--- src/rtl/arb_pkg.sv ---
// Shared definitions for the channel-block stream arbiter: default K-words,
// FSM state encoding and a constant-evaluable ceil(log2) helper.
package arb_pkg;

  localparam logic [15:0] IDLE_W = 16'h50BC;
  localparam logic [15:0] TRIG_W = 16'h00FC;
  localparam logic [15:0] ABRT_W = 16'h00F7;

  typedef enum logic [1:0] {
    IDLE  = 2'd0,
    XFER  = 2'd1,
    ABORT = 2'd2
  } state_e;

  function automatic int clog2(input int n);
    int r;
    r = 0;
    for (int i = 0; i < 31; i++) begin
      if ((1 << i) < n) r = i + 1;
    end
    return r;
  endfunction

endpackage

--- src/rtl/rr_pick.sv ---
// Combinational round-robin finder: first set request at or after ptr_i,
// wrapping modulo N.
module rr_pick #(
  parameter int N  = 16,
  parameter int PW = 4
) (
  input  logic [N-1:0]  req_i,
  input  logic [PW-1:0] ptr_i,
  output logic [PW-1:0] idx_o,
  output logic          vld_o
);

  logic [PW:0] j;

  // Scan from the far end so the closest hit to ptr_i is written last.
  always_comb begin
    idx_o = '0;
    vld_o = 1'b0;
    j     = '0;
    for (int i = N - 1; i >= 0; i--) begin
      j = {1'b0, ptr_i} + (PW+1)'(i);
      if (j >= (PW+1)'(N)) j = j - (PW+1)'(N);
      if (req_i[j[PW-1:0]]) begin
        idx_o = j[PW-1:0];
        vld_o = 1'b1;
      end
    end
  end

endmodule

--- src/rtl/arb_stream.sv ---
// Round-robin merge of framed channel blocks onto one GTP lane, with trigger
// pre-emption, per-channel mask and over-length block abort.
module arb_stream
  import arb_pkg::*;
#(
  parameter int              NCHAN  = 16,
  parameter int              DW     = 16,
  parameter int              MAXLEN = 512,
  parameter logic [DW-1:0]   IDLE_W = arb_pkg::IDLE_W,
  parameter logic [DW-1:0]   TRIG_W = arb_pkg::TRIG_W,
  parameter logic [DW-1:0]   ABRT_W = arb_pkg::ABRT_W,
  parameter int              ECNT_W = 16
) (
  input  logic                clk,
  input  logic                rst_n,
  input  logic [NCHAN*DW-1:0] data_i,
  input  logic [NCHAN-1:0]    req_i,
  input  logic [NCHAN-1:0]    last_i,
  input  logic [NCHAN-1:0]    mask_i,
  input  logic                trigger_i,
  output logic [NCHAN-1:0]    ack_o,
  output logic [DW-1:0]       dout_o,
  output logic                kchar_o,
  output logic [ECNT_W-1:0]   err_cnt_o,
  output logic                busy_o
);

  localparam int PW  = clog2(NCHAN);
  localparam int WCW = clog2(MAXLEN);

  state_e             state_q, state_d;
  logic [PW-1:0]      ptr_q, ptr_d, gnt_q, gnt_d, nxt_ptr, pick_idx;
  logic [WCW-1:0]     wcnt_q, wcnt_d;
  logic [ECNT_W-1:0]  err_q, err_d;
  logic [DW-1:0]      dout_q, dout_d;
  logic               kchar_q, kchar_d;
  logic               pick_vld, take, abrt_emit;
  logic [DW-1:0]      words [NCHAN];

  for (genvar k = 0; k < NCHAN; k++) begin : g_words
    assign words[k] = data_i[k*DW +: DW];
  end

  rr_pick #(.N(NCHAN), .PW(PW)) u_pick (
    .req_i (req_i & mask_i),
    .ptr_i (ptr_q),
    .idx_o (pick_idx),
    .vld_o (pick_vld)
  );

  assign nxt_ptr = (gnt_q == PW'(NCHAN - 1)) ? '0 : gnt_q + 1'b1;

  always_comb begin
    state_d   = state_q;
    ptr_d     = ptr_q;
    gnt_d     = gnt_q;
    wcnt_d    = wcnt_q;
    err_d     = err_q;
    take      = 1'b0;
    abrt_emit = 1'b0;
    case (state_q)
      IDLE: begin
        if (pick_vld) begin
          gnt_d   = pick_idx;
          state_d = XFER;
        end
      end
      XFER: begin
        // The mask is deliberately ignored here so a block always completes.
        take = req_i[gnt_q] & ~trigger_i;
        if (take) begin
          if (last_i[gnt_q]) begin
            state_d = IDLE;
            ptr_d   = nxt_ptr;
            wcnt_d  = '0;
          end else if (wcnt_q == WCW'(MAXLEN - 1)) begin
            state_d = ABORT;
            wcnt_d  = '0;
          end else begin
            wcnt_d = wcnt_q + 1'b1;
          end
        end
      end
      ABORT: begin
        if (!trigger_i) begin
          abrt_emit = 1'b1;
          if (err_q != '1) err_d = err_q + 1'b1;
          ptr_d   = nxt_ptr;
          state_d = IDLE;
        end
      end
      default: state_d = IDLE;
    endcase

    ack_o = take ? ({{(NCHAN-1){1'b0}}, 1'b1} << gnt_q) : '0;

    if (trigger_i) begin
      dout_d  = TRIG_W;
      kchar_d = 1'b1;
    end else if (abrt_emit) begin
      dout_d  = ABRT_W;
      kchar_d = 1'b1;
    end else if (take) begin
      dout_d  = words[gnt_q];
      kchar_d = 1'b0;
    end else begin
      dout_d  = IDLE_W;
      kchar_d = 1'b1;
    end
  end

  always_ff @(posedge clk or negedge rst_n) begin
    if (!rst_n) begin
      state_q <= IDLE;
      ptr_q   <= '0;
      gnt_q   <= '0;
      wcnt_q  <= '0;
      err_q   <= '0;
      dout_q  <= IDLE_W;
      kchar_q <= 1'b1;
    end else begin
      state_q <= state_d;
      ptr_q   <= ptr_d;
      gnt_q   <= gnt_d;
      wcnt_q  <= wcnt_d;
      err_q   <= err_d;
      dout_q  <= dout_d;
      kchar_q <= kchar_d;
    end
  end

  assign dout_o    = dout_q;
  assign kchar_o   = kchar_q;
  assign err_cnt_o = err_q;
  assign busy_o    = (state_q != IDLE);

endmodule
--- config.mk ---
export PLATFORM = sky130hd
export DESIGN_NAME = arb_stream
export DESIGN_NICKNAME = d
export VERILOG_FILES = /design/src/rtl/arb_pkg.sv /design/src/rtl/rr_pick.sv /design/src/rtl/arb_stream.sv
export SDC_FILE = /design/constraint.sdc
export NUM_CORES = 1
export LEC_CHECK = 0
export BUFFER_PORTS_ARGS = -buffer_cell sky130_fd_sc_hd__buf_4
export CORE_AREA = 2 2 139 141
export CTS_BUF_LIST = sky130_fd_sc_hd__clkbuf_16
export DETAILED_ROUTE_END_ITERATION = 10
export DIE_AREA = 0 0 141 143
export PLACE_DENSITY = 0.71
export SKIP_LAST_GASP = 1
export SYNTH_ARGS = -nofsm -noshare
export SYNTH_HDL_FRONTEND = slang
export SYNTH_SLANG_ARGS = --single-unit
--- constraint.sdc ---
create_clock -name clk -period 4.2 [get_ports clk]
set_clock_uncertainty 0.05 [all_clocks]
set_input_delay 0 -clock clk [delete_from_list [all_inputs] [get_ports clk]]
set_output_delay 0 -clock clk [all_outputs]
set_load 0.01 [all_outputs]
==> impl_summary.md, run 1 <==
Outcome
The flow ran to the end, and the final reports show no timing, DRC or antenna violations.

Route
For this run, design rule violations remaining after detail routing come to 0. The first-pass iteration count of the detailed router is 7. After the first detailed-routing iteration, the DRC count stood at 741. In this run the remaining antenna-violating nets after routing total 0.

The routed design has 31.8 mm of wire. Across all layers, the routed design uses 7594 vias. Dividing the detail-routed wire length by the instance count gives 25.8 µm. Dividing the detail-routed via count by the number of cells gives 6.17.

Final layout
Fill cells in the final layout number 1691. The number of standard cells in the layout, taps in and fillers out is 1230. The layout-stage area growth over the synthesis result is 45.0%. The final layout contains 1314 nets. The fraction of final layout cells with drive strength greater than 1 is 53.6%.

Global route
The global routing usage on met1 is 41.4%. The initial antenna violation count is 6. The via count of the first global-routing pass is 7583. Global routing used 31.4% of the available tracks across all layers. Entering global routing, the biggest net connects 69 pins.

Global routing used 50.7% of the available met2 tracks. The first global-routing pass estimated 47.0 mm of wire. met2 is the most crowded layer.

In the global route stage, met3 resource usage came out at 8.01%. For this run the aggregate overflow at the end of global routing stands at 0.

Placed design
The number of I/O port buffers is 356. The post-detailed-placement half-perimeter wirelength is 26.7 mm. Including well taps, the total number of placed cells is 1216. The final weighted congestion in routability-driven placement is 1.01.

The post-place setup slack is 0.669 ns.

Power
IR analysis of the VDD net gives a maximum drop of 476 µV. Overall power consumption after layout is estimated at 7340 µW. For this design the ratio of total power to cell area is 734 mW/mm². The leakage power total is 0.00447 µW.

Logic synthesis
The cell count after synthesis came out at 651. Of all flip-flops after synthesis, the portion carrying an async set or reset was 100%. Yosys printed 0 warnings. The number of nets handed over by synthesis was 974.

The number of enable flip-flop cells after synthesis is 0. The average size of a mapped cell is 10.6 µm². The most used flip-flop cell after synthesis is sky130_fd_sc_hd__dfrtp_1.

Sequential cells were found to cover 19.0% of the synthesized design area. The netlist uses 69 different library cells. The synthesized design contains 52 register bits. The netlist area before placement is 0.00690 mm².

Clock network
At the later pin of the worst-skew pair, clock insertion delay measures 0.30 ns. The clock-pin transition on the worst setup and hold timing paths is 0.08 ns. CTS built an H-tree with a depth of 2. The total of cells resized after clock tree synthesis is 0. The post-CTS repair timing setup buffer count is 0.

The clock tree from TritonCTS is built. The number of hold buffers added after CTS was 2. Counting the buffers created by CTS gives 5.

The maximum clock path buffer count is 2. CTS saw 52 sinks. In this run the clock root is driven by a sky130_fd_sc_hd__clkbuf_16.

Die
The count of boundary I/O pins is 357. The initialized floorplan defines 50 standard-cell rows. The floorplan step defined a die boundary enclosing 0.0202 mm².

The core region area is 0.0186 mm². Measured along the y axis, the die boundary spans 143 µm. The initial core utilization is 37.1%. The die outline width is 141 µm.

Timing
Setup repair after global routing left no endpoint under its margin. The relative slew slack is 39.3%. The worst path meets setup with 0.588 ns of slack. The clock period minus worst slack is 3.61 ns.

For the pin with the worst max-slew slack, the measured transition is 0.910 ns. The number of hold violations in the final report is 0. The tightest hold margin is 0.228 ns. The count of final max-slew check failures is 0. Derived from the worst setup path, the maximum achievable clock frequency is 0.277 GHz. The post-route setup TNS is 0 ns.

Setup violations remaining at the end of the flow were counted as 0. Of the available clock period, the critical path in the final layout requires 86.0%.

Critical path
STA puts the critical path data required time at 4.33 ns. The category of the critical setup timing path is flip-flop to flip-flop. The worst register-to-register path ends at gnt_q[3].

The capturing element of the worst setup path is gnt_q[3]. The startpoint type of the worst setup path is a flip-flop. The setup slack on the worst flop-to-flop path is 0.59 ns.

In this run the worst path has a maximum fanout of 31. The startpoint identified for the worst register-to-register timing path is ptr_q[0]. Tracing the worst setup path back leads to its startpoint at ptr_q[0].

The worst-case reg-to-reg path depth is 11. The endpoint type of the worst setup path is a flip-flop. Data on the critical path arrives at its endpoint at 3.74 ns.

Flow run
The tool flagged a number of max-cap violations equal to 0.

Hold path
The min-delay analysis places its worst path in the category primary input to async pin.
## worst max-delay path: stages (launching register included)
cell	delay (ns)
sky130_fd_sc_hd__dfrtp_1	0.53
sky130_fd_sc_hd__buf_4	0.31
sky130_fd_sc_hd__buf_4	0.23
sky130_fd_sc_hd__or4bb_1	0.53
sky130_fd_sc_hd__and4_1	0.25
sky130_fd_sc_hd__mux4_2	0.51
sky130_fd_sc_hd__nor4bb_1	0.18
sky130_fd_sc_hd__nand3_1	0.14
sky130_fd_sc_hd__nor4_2	0.06
sky130_fd_sc_hd__or2_1	0.35
sky130_fd_sc_hd__a211oi_1	0.25
sky130_fd_sc_hd__nor2_1	0.10
## cell usage after synthesis (4+ instances only)
cell type                   instances  area [µm²]
sky130_fd_sc_hd__and4_1             6        52.6
sky130_fd_sc_hd__inv_1             14        52.6
sky130_fd_sc_hd__o2111ai_1          6        52.6
sky130_fd_sc_hd__nand2_1           67         251
sky130_fd_sc_hd__or3_1              6        37.5
sky130_fd_sc_hd__buf_2             12        60.1
sky130_fd_sc_hd__xor2_1             8        70.1
sky130_fd_sc_hd__xnor2_1           21         184
sky130_fd_sc_hd__buf_4              4        30.0
sky130_fd_sc_hd__o211ai_1           4        30.0
sky130_fd_sc_hd__a211oi_1           4        30.0
sky130_fd_sc_hd__mux2i_1           18         180
sky130_fd_sc_hd__ha_1              16         200
sky130_fd_sc_hd__mux4_2           110        2480
sky130_fd_sc_hd__clkbuf_1          20        75.1
sky130_fd_sc_hd__nor3_1            10        50.1
sky130_fd_sc_hd__o31ai_1            6        45.0
sky130_fd_sc_hd__nand4_1           11        68.8
sky130_fd_sc_hd__a21oi_1           21         105
sky130_fd_sc_hd__nand3_1           16        80.1
sky130_fd_sc_hd__and3_1            20         125
sky130_fd_sc_hd__nor2_1            38         143
sky130_fd_sc_hd__nor2b_1            7        43.8
sky130_fd_sc_hd__nand4b_1           7        61.3
sky130_fd_sc_hd__mux2_2            13         146
sky130_fd_sc_hd__dfstp_2            8         210
sky130_fd_sc_hd__o21a_1             5        37.5
sky130_fd_sc_hd__a31oi_1            4        25.0
sky130_fd_sc_hd__buf_1              8        30.0
sky130_fd_sc_hd__dfrtp_1           44        1100
sky130_fd_sc_hd__and2_1             8        50.1
sky130_fd_sc_hd__o21ai_0           32         160
sky130_fd_sc_hd__o22ai_1            4        25.0
sky130_fd_sc_hd__nand2b_1          13        81.3
## logic make-up after synthesis
| kind of cell | count (synthesis) | synth area share (%) |
|---|---|---|
| and+or+nand+nor | 231 | 18.0 |
| buffers and inverters | 65 | 4.19 |
| AOI/OAI and AO/OA | 115 | 11.2 |
| adders and majority gates | 16 | 2.90 |
| DFF | 52 | 19.0 |
| xor gates and xnor gates | 30 | 3.92 |
| muxes | 142 | 40.8 |
## flip-flops by register name, indices dropped and copies added (netlist names)
name / cells
wcnt_q: 9
gnt_q: 4
ptr_q: 4
err_cnt_o: 16
dout_o: 16
kchar_o: 1
state_q: 2
## per-layer routing
metal	wire length, µm	up-vias	share of wire, %
met4	975	4	3.1
met1	12500	3759	39
met2	15000	505	47
met5	32	-	0.10
met3	3340	51	10
li1	-	3275	-
## area by class of cell
cell class,instances,area [µm²],area share (%)
multi-input combinational,534,5300,53.0
timing repair buffer,379,2860,28.6
sequential,52,1320,13.2
tap,234,293,2.93
clock buffer,5,125,1.25
inverter,19,71.3,0.713
clock inverter,3,27.5,0.275
antenna,4,10.0,0.100
## metrics by stage
stage          util [%]  area [µm²]
2_1_floorplan         -        6900
3_3_place_gp       52.9        9830
3_5_place_dp       52.9        9830
4_1_cts            53.8       10000
5_1_grt            53.9       10000
6_report           53.9       10000
## cell usage in the layout, fill, tap and decap left out, types with 18 or more instances in the layout
| master | n |
|---|---|
| sky130_fd_sc_hd__nand2_1 | 67 |
| sky130_fd_sc_hd__and3_1 | 20 |
| sky130_fd_sc_hd__o21ai_0 | 32 |
| sky130_fd_sc_hd__nor2_1 | 38 |
| sky130_fd_sc_hd__xnor2_1 | 21 |
| sky130_fd_sc_hd__mux4_2 | 110 |
| sky130_fd_sc_hd__buf_4 | 376 |
| sky130_fd_sc_hd__a21oi_1 | 21 |
| sky130_fd_sc_hd__mux2i_1 | 18 |
| sky130_fd_sc_hd__dfrtp_1 | 42 |
## report_power, final
group	internal, µW	total (µW)	switching (µW)
clock network	227	432	205
logic	2810	6100	3290
registers	640	814	174
total	3670	7340	3670
## worst min-delay path by stage
stage / from / endpoint / slack (ns) / cells after the start
2_1_floorplan: rst_n / dout_o[0] / -0.35 / 0
3_3_place_gp: rst_n / dout_o[9] / 0.03 / 1
3_5_place_dp: rst_n / dout_o[9] / 0.03 / 1
4_1_cts: rst_n / dout_o[9] / 0.26 / 2
5_1_grt: rst_n / dout_o[9] / 0.28 / 2
6_report: rst_n / dout_o[9] / 0.23 / 2
(Power assumes the default switching activity.)
==> run 2, diff against run 1 <==
PLACE_DENSITY = 0.68   (was 0.71)
SLEW_MARGIN = 10   (was default)
==> run 2 against run 1 <==
- sequential share of layout area hardly changed
- cell area is 0.22% lower
- cell count is 0.33% lower
- highest routed layer is now met4
- routed wire length is 3.3% lower
- sequential power is 5.7% higher
- die area stayed put
- critical endpoint unchanged
==> impl_summary.md, run 2 (synthesis gave the netlist of run 1 again) <==
Critical path
The category of the critical setup timing path is flip-flop to flip-flop (unchanged). Cell breakdown of the critical path: buf_4 -> ha_1 -> xor2_1 -> mux4_2 -> mux2_2 -> mux2_2 -> nand2_1 -> nor4_2 -> or2_1 -> a211oi_1 -> nor2_1 (was buf_4 -> buf_4 -> or4bb_1 -> and4_1 -> mux4_2 -> nor4bb_1 -> nand3_1 -> nor4_2 -> or2_1 -> a211oi_1 -> nor2_1). The peak fanout along the critical path is 19 (was 31). The endpoint type of the worst setup path is a flip-flop (unchanged).

The startpoint type of the worst setup path is a flip-flop (unchanged). The delay of the slowest cell on the worst path was 0.57 ns (was 0.53 ns). The master of the slowest instance on the critical path is sky130_fd_sc_hd__xor2_1 (was sky130_fd_sc_hd__dfrtp_1). The data arrival time at the worst-slack endpoint was 3.80 ns (was 3.74 ns).

The required arrival time at the worst endpoint is 4.33 ns (about the same). The most numerous cell on the critical path is sky130_fd_sc_hd__mux2_2 (was sky130_fd_sc_hd__buf_4).

Timing
The post-route setup TNS is 0 ns (unchanged). Setup repair after global routing missed its margin: no (unchanged). The timing-limited maximum frequency is 0.273 GHz (was 0.277 GHz).

The transition time at the pin with the least slew margin is 0.789 ns (was 0.910 ns). The number of hold violations in the final report was 0 (unchanged). The count of final max-slew check failures is 0 (unchanged). The clock period minus worst slack is 3.66 ns (was 3.61 ns). The relative slew slack is 47.0% (was 39.3%). The final worst setup slack is 0.537 ns (was 0.588 ns). The final-report setup violation count was 0 (unchanged). The post-route fraction of the period consumed by the critical path is 87.2% (was 86.0%).

Power
The total internal power was 3670 µW (about the same). The power spent charging and discharging nets was 3620 µW (was 3670 µW). The proportion of power drawn by the clock network is 5.7% (was 5.9%). The leakage power total was 0.00447 µW (about the same). The switching power share of the total is 49.7% (was 50.0%). The cell area power density is 731 mW/mm² (was 734 mW/mm²). The relative contribution of combinational cells to total power is 82.6% (was 83.0%). The sequential cell fraction of total power is 11.8% (was 11.1%). The peak supply drop is 467 µV (was 476 µV).

Clock network
The number of buffers created by CTS is 5 (unchanged). The post-CTS repair timing setup buffer count is 0 (unchanged). The CTS H-tree depth is 2 (unchanged). The clock network latency to the later pin of the worst-skew pair is 0.29 ns (was 0.30 ns).

The clock-pin transition on the worst setup and hold timing paths came to 0.07 ns (was 0.08 ns). The clock tree from TritonCTS is built (unchanged). The clock tree root driver cell was sky130_fd_sc_hd__clkbuf_16 (unchanged). The maximum clock path buffer count is 2 (unchanged).

The number of sinks handled by clock tree synthesis was 52 (unchanged). The total of cells resized after clock tree synthesis is 0 (unchanged).

Final layout
The fraction of final layout cells with drive strength greater than 1 came to 53.5% (was 53.6%). The design area came to 0.00999 mm² (was 0.0100 mm²). The share of the core filled with cells in the final layout was 53.7% (was 53.9%). The number of inserted filler cells in the final layout is 1675 (was 1691). The total number of nets in the final design is 1314 (unchanged). The total inserted antenna cells was 0 (was 4). The layout-stage area growth over the synthesis result is 44.7% (was 45.0%). Top library cells by usage in the layout, fill and taps aside: 376 x sky130_fd_sc_hd__buf_4, 110 x sky130_fd_sc_hd__mux4_2, 67 x sky130_fd_sc_hd__nand2_1 (unchanged). The commonest non-fill, non-tap cell in the layout is sky130_fd_sc_hd__buf_4 (unchanged).

Global route
The first-pass GRT wire length is 45.2 mm (was 47.0 mm). The aggregate global routing overflow is 0 (unchanged). The overall fraction of global-route tracks in use is 30.0% (was 31.4%).

The initial antenna violation count is 0 (was 6). The maximum number of pins on one net before global-route repair was 64 (was 69). The via count of the first global-routing pass is 7529 (was 7583).

Hold path
The type of the worst min-delay path is primary input to async pin (unchanged).

Die
The count of boundary I/O pins is 357 (unchanged). The die outline width is 141 µm (unchanged). The total number of placement rows is 50 (unchanged). The overall die height was 143 µm (unchanged).

The initial core utilization is 37.1% (unchanged). The die area is 0.0202 mm² (unchanged). The core region area is 0.0186 mm² (unchanged).

Placed design
The placed standard-cell area came to 0.00982 mm² (was 0.00983 mm²). The final weighted congestion in routability-driven placement is 1.00 (was 1.01). The post-detailed-placement half-perimeter wirelength is 25.9 mm (was 26.7 mm). The post-place setup slack is 0.592 ns (was 0.669 ns). The number of I/O port buffers is 356 (unchanged).

Outcome
Status: completed (unchanged).

Route
The remaining antenna violation count was 0 (unchanged). The mean routed wirelength per cell is 25.1 µm (was 25.8 µm). The number of DRC markers after the initial detailed-route iteration was 730 (was 741). The post-detailed-route DRC marker count is 0 (unchanged).

The post-detailed-route via-to-cell ratio is 6.13 (was 6.17). The total via count in the routed design is 7518 (was 7594). The first-pass iteration count of the detailed router came to 5 (was 7). The sum of routed wire length over all layers is 30.7 mm (was 31.8 mm).

Flow run
The number of max-cap violations is 0 (unchanged).
-- run 2: cell count changes in the layout (fill, tap and decap cells not counted), sizes merged --
cell | previous run | this run
clkinvlp | 1 | 0
diode | 4 | 0
inv | 17 | 18
-- run 2: path summary, 6_finish.rpt --
check | startpoint | end | slack [ns] | depth (start not counted)
setup / recovery | ptr_q[2] | gnt_q[3] | 0.54 | 11
hold / removal | rst_n | dout_o[8] | 0.25 | 2
setup reg to reg | ptr_q[2] | gnt_q[3] | 0.54 | 11
hold reg to reg | err_cnt_o[12] | err_cnt_o[12] | 0.45 | 1
max in group asynchronous | rst_n | gnt_q[0] | 3.34 | 2
min in group clk | data_i[187] | dout_o[11] | 0.31 | 4
-- run 2: worst max-delay path, delay by kind of cell (launching register included) --
kind | cells | cell delay (ns)
compound gates | 1 | 0.25
simple gates | 4 | 0.65
mux | 3 | 1.04
xor+xnor | 1 | 0.57
buf+inv | 1 | 0.27
flops | 1 | 0.36
fa+ha+maj | 1 | 0.34
-- run 2: what timing repair did --
action | in CTS | in global routing
endpoints found under the setup margin | 0 | 0
hold buffers | 2 | 0
hold endpoints to repair | 48 | 0
-- run 2: routing by layer --
metal | track usage (%) | part of all wire [%] | wire, µm
met1 | 41.3 | 41 | 12600
met5 | 0 | 0 | 0
met2 | 48.9 | 47 | 14500
met3 | 5.60 | 9.3 | 2870
met4 | 7.84 | 2.4 | 739
-- run 2: cell type report --
class	count	area [µm²]	area share (%)
timing repair buffer	379	2860	28.7
multi-input combinational	534	5300	53.1
inverter	19	71.3	0.714
clock inverter	3	17.5	0.175
clock buffer	5	125	1.25
tap	234	293	2.93
sequential	52	1320	13.2
-- run 2: per-stage QoR --
stage,cells,hold WS (ns),power (µW)
after floorplan,651,-0.346,5010
after global placement,1216,0.0385,6830
after detailed placement,1216,0.0325,6800
after CTS,1226,0.259,7230
after global routing,1226,0.308,7740
final,1226,0.249,7300
-- run 2: power by group through the flow --
stage,combinational (µW),sequential (µW),clock (µW)
2_1_floorplan,4280,728,0
3_3_place_gp,5970,862,0
3_5_place_dp,5930,867,0
4_1_cts,5950,857,422
5_1_grt,6400,885,448
6_report,6030,860,413
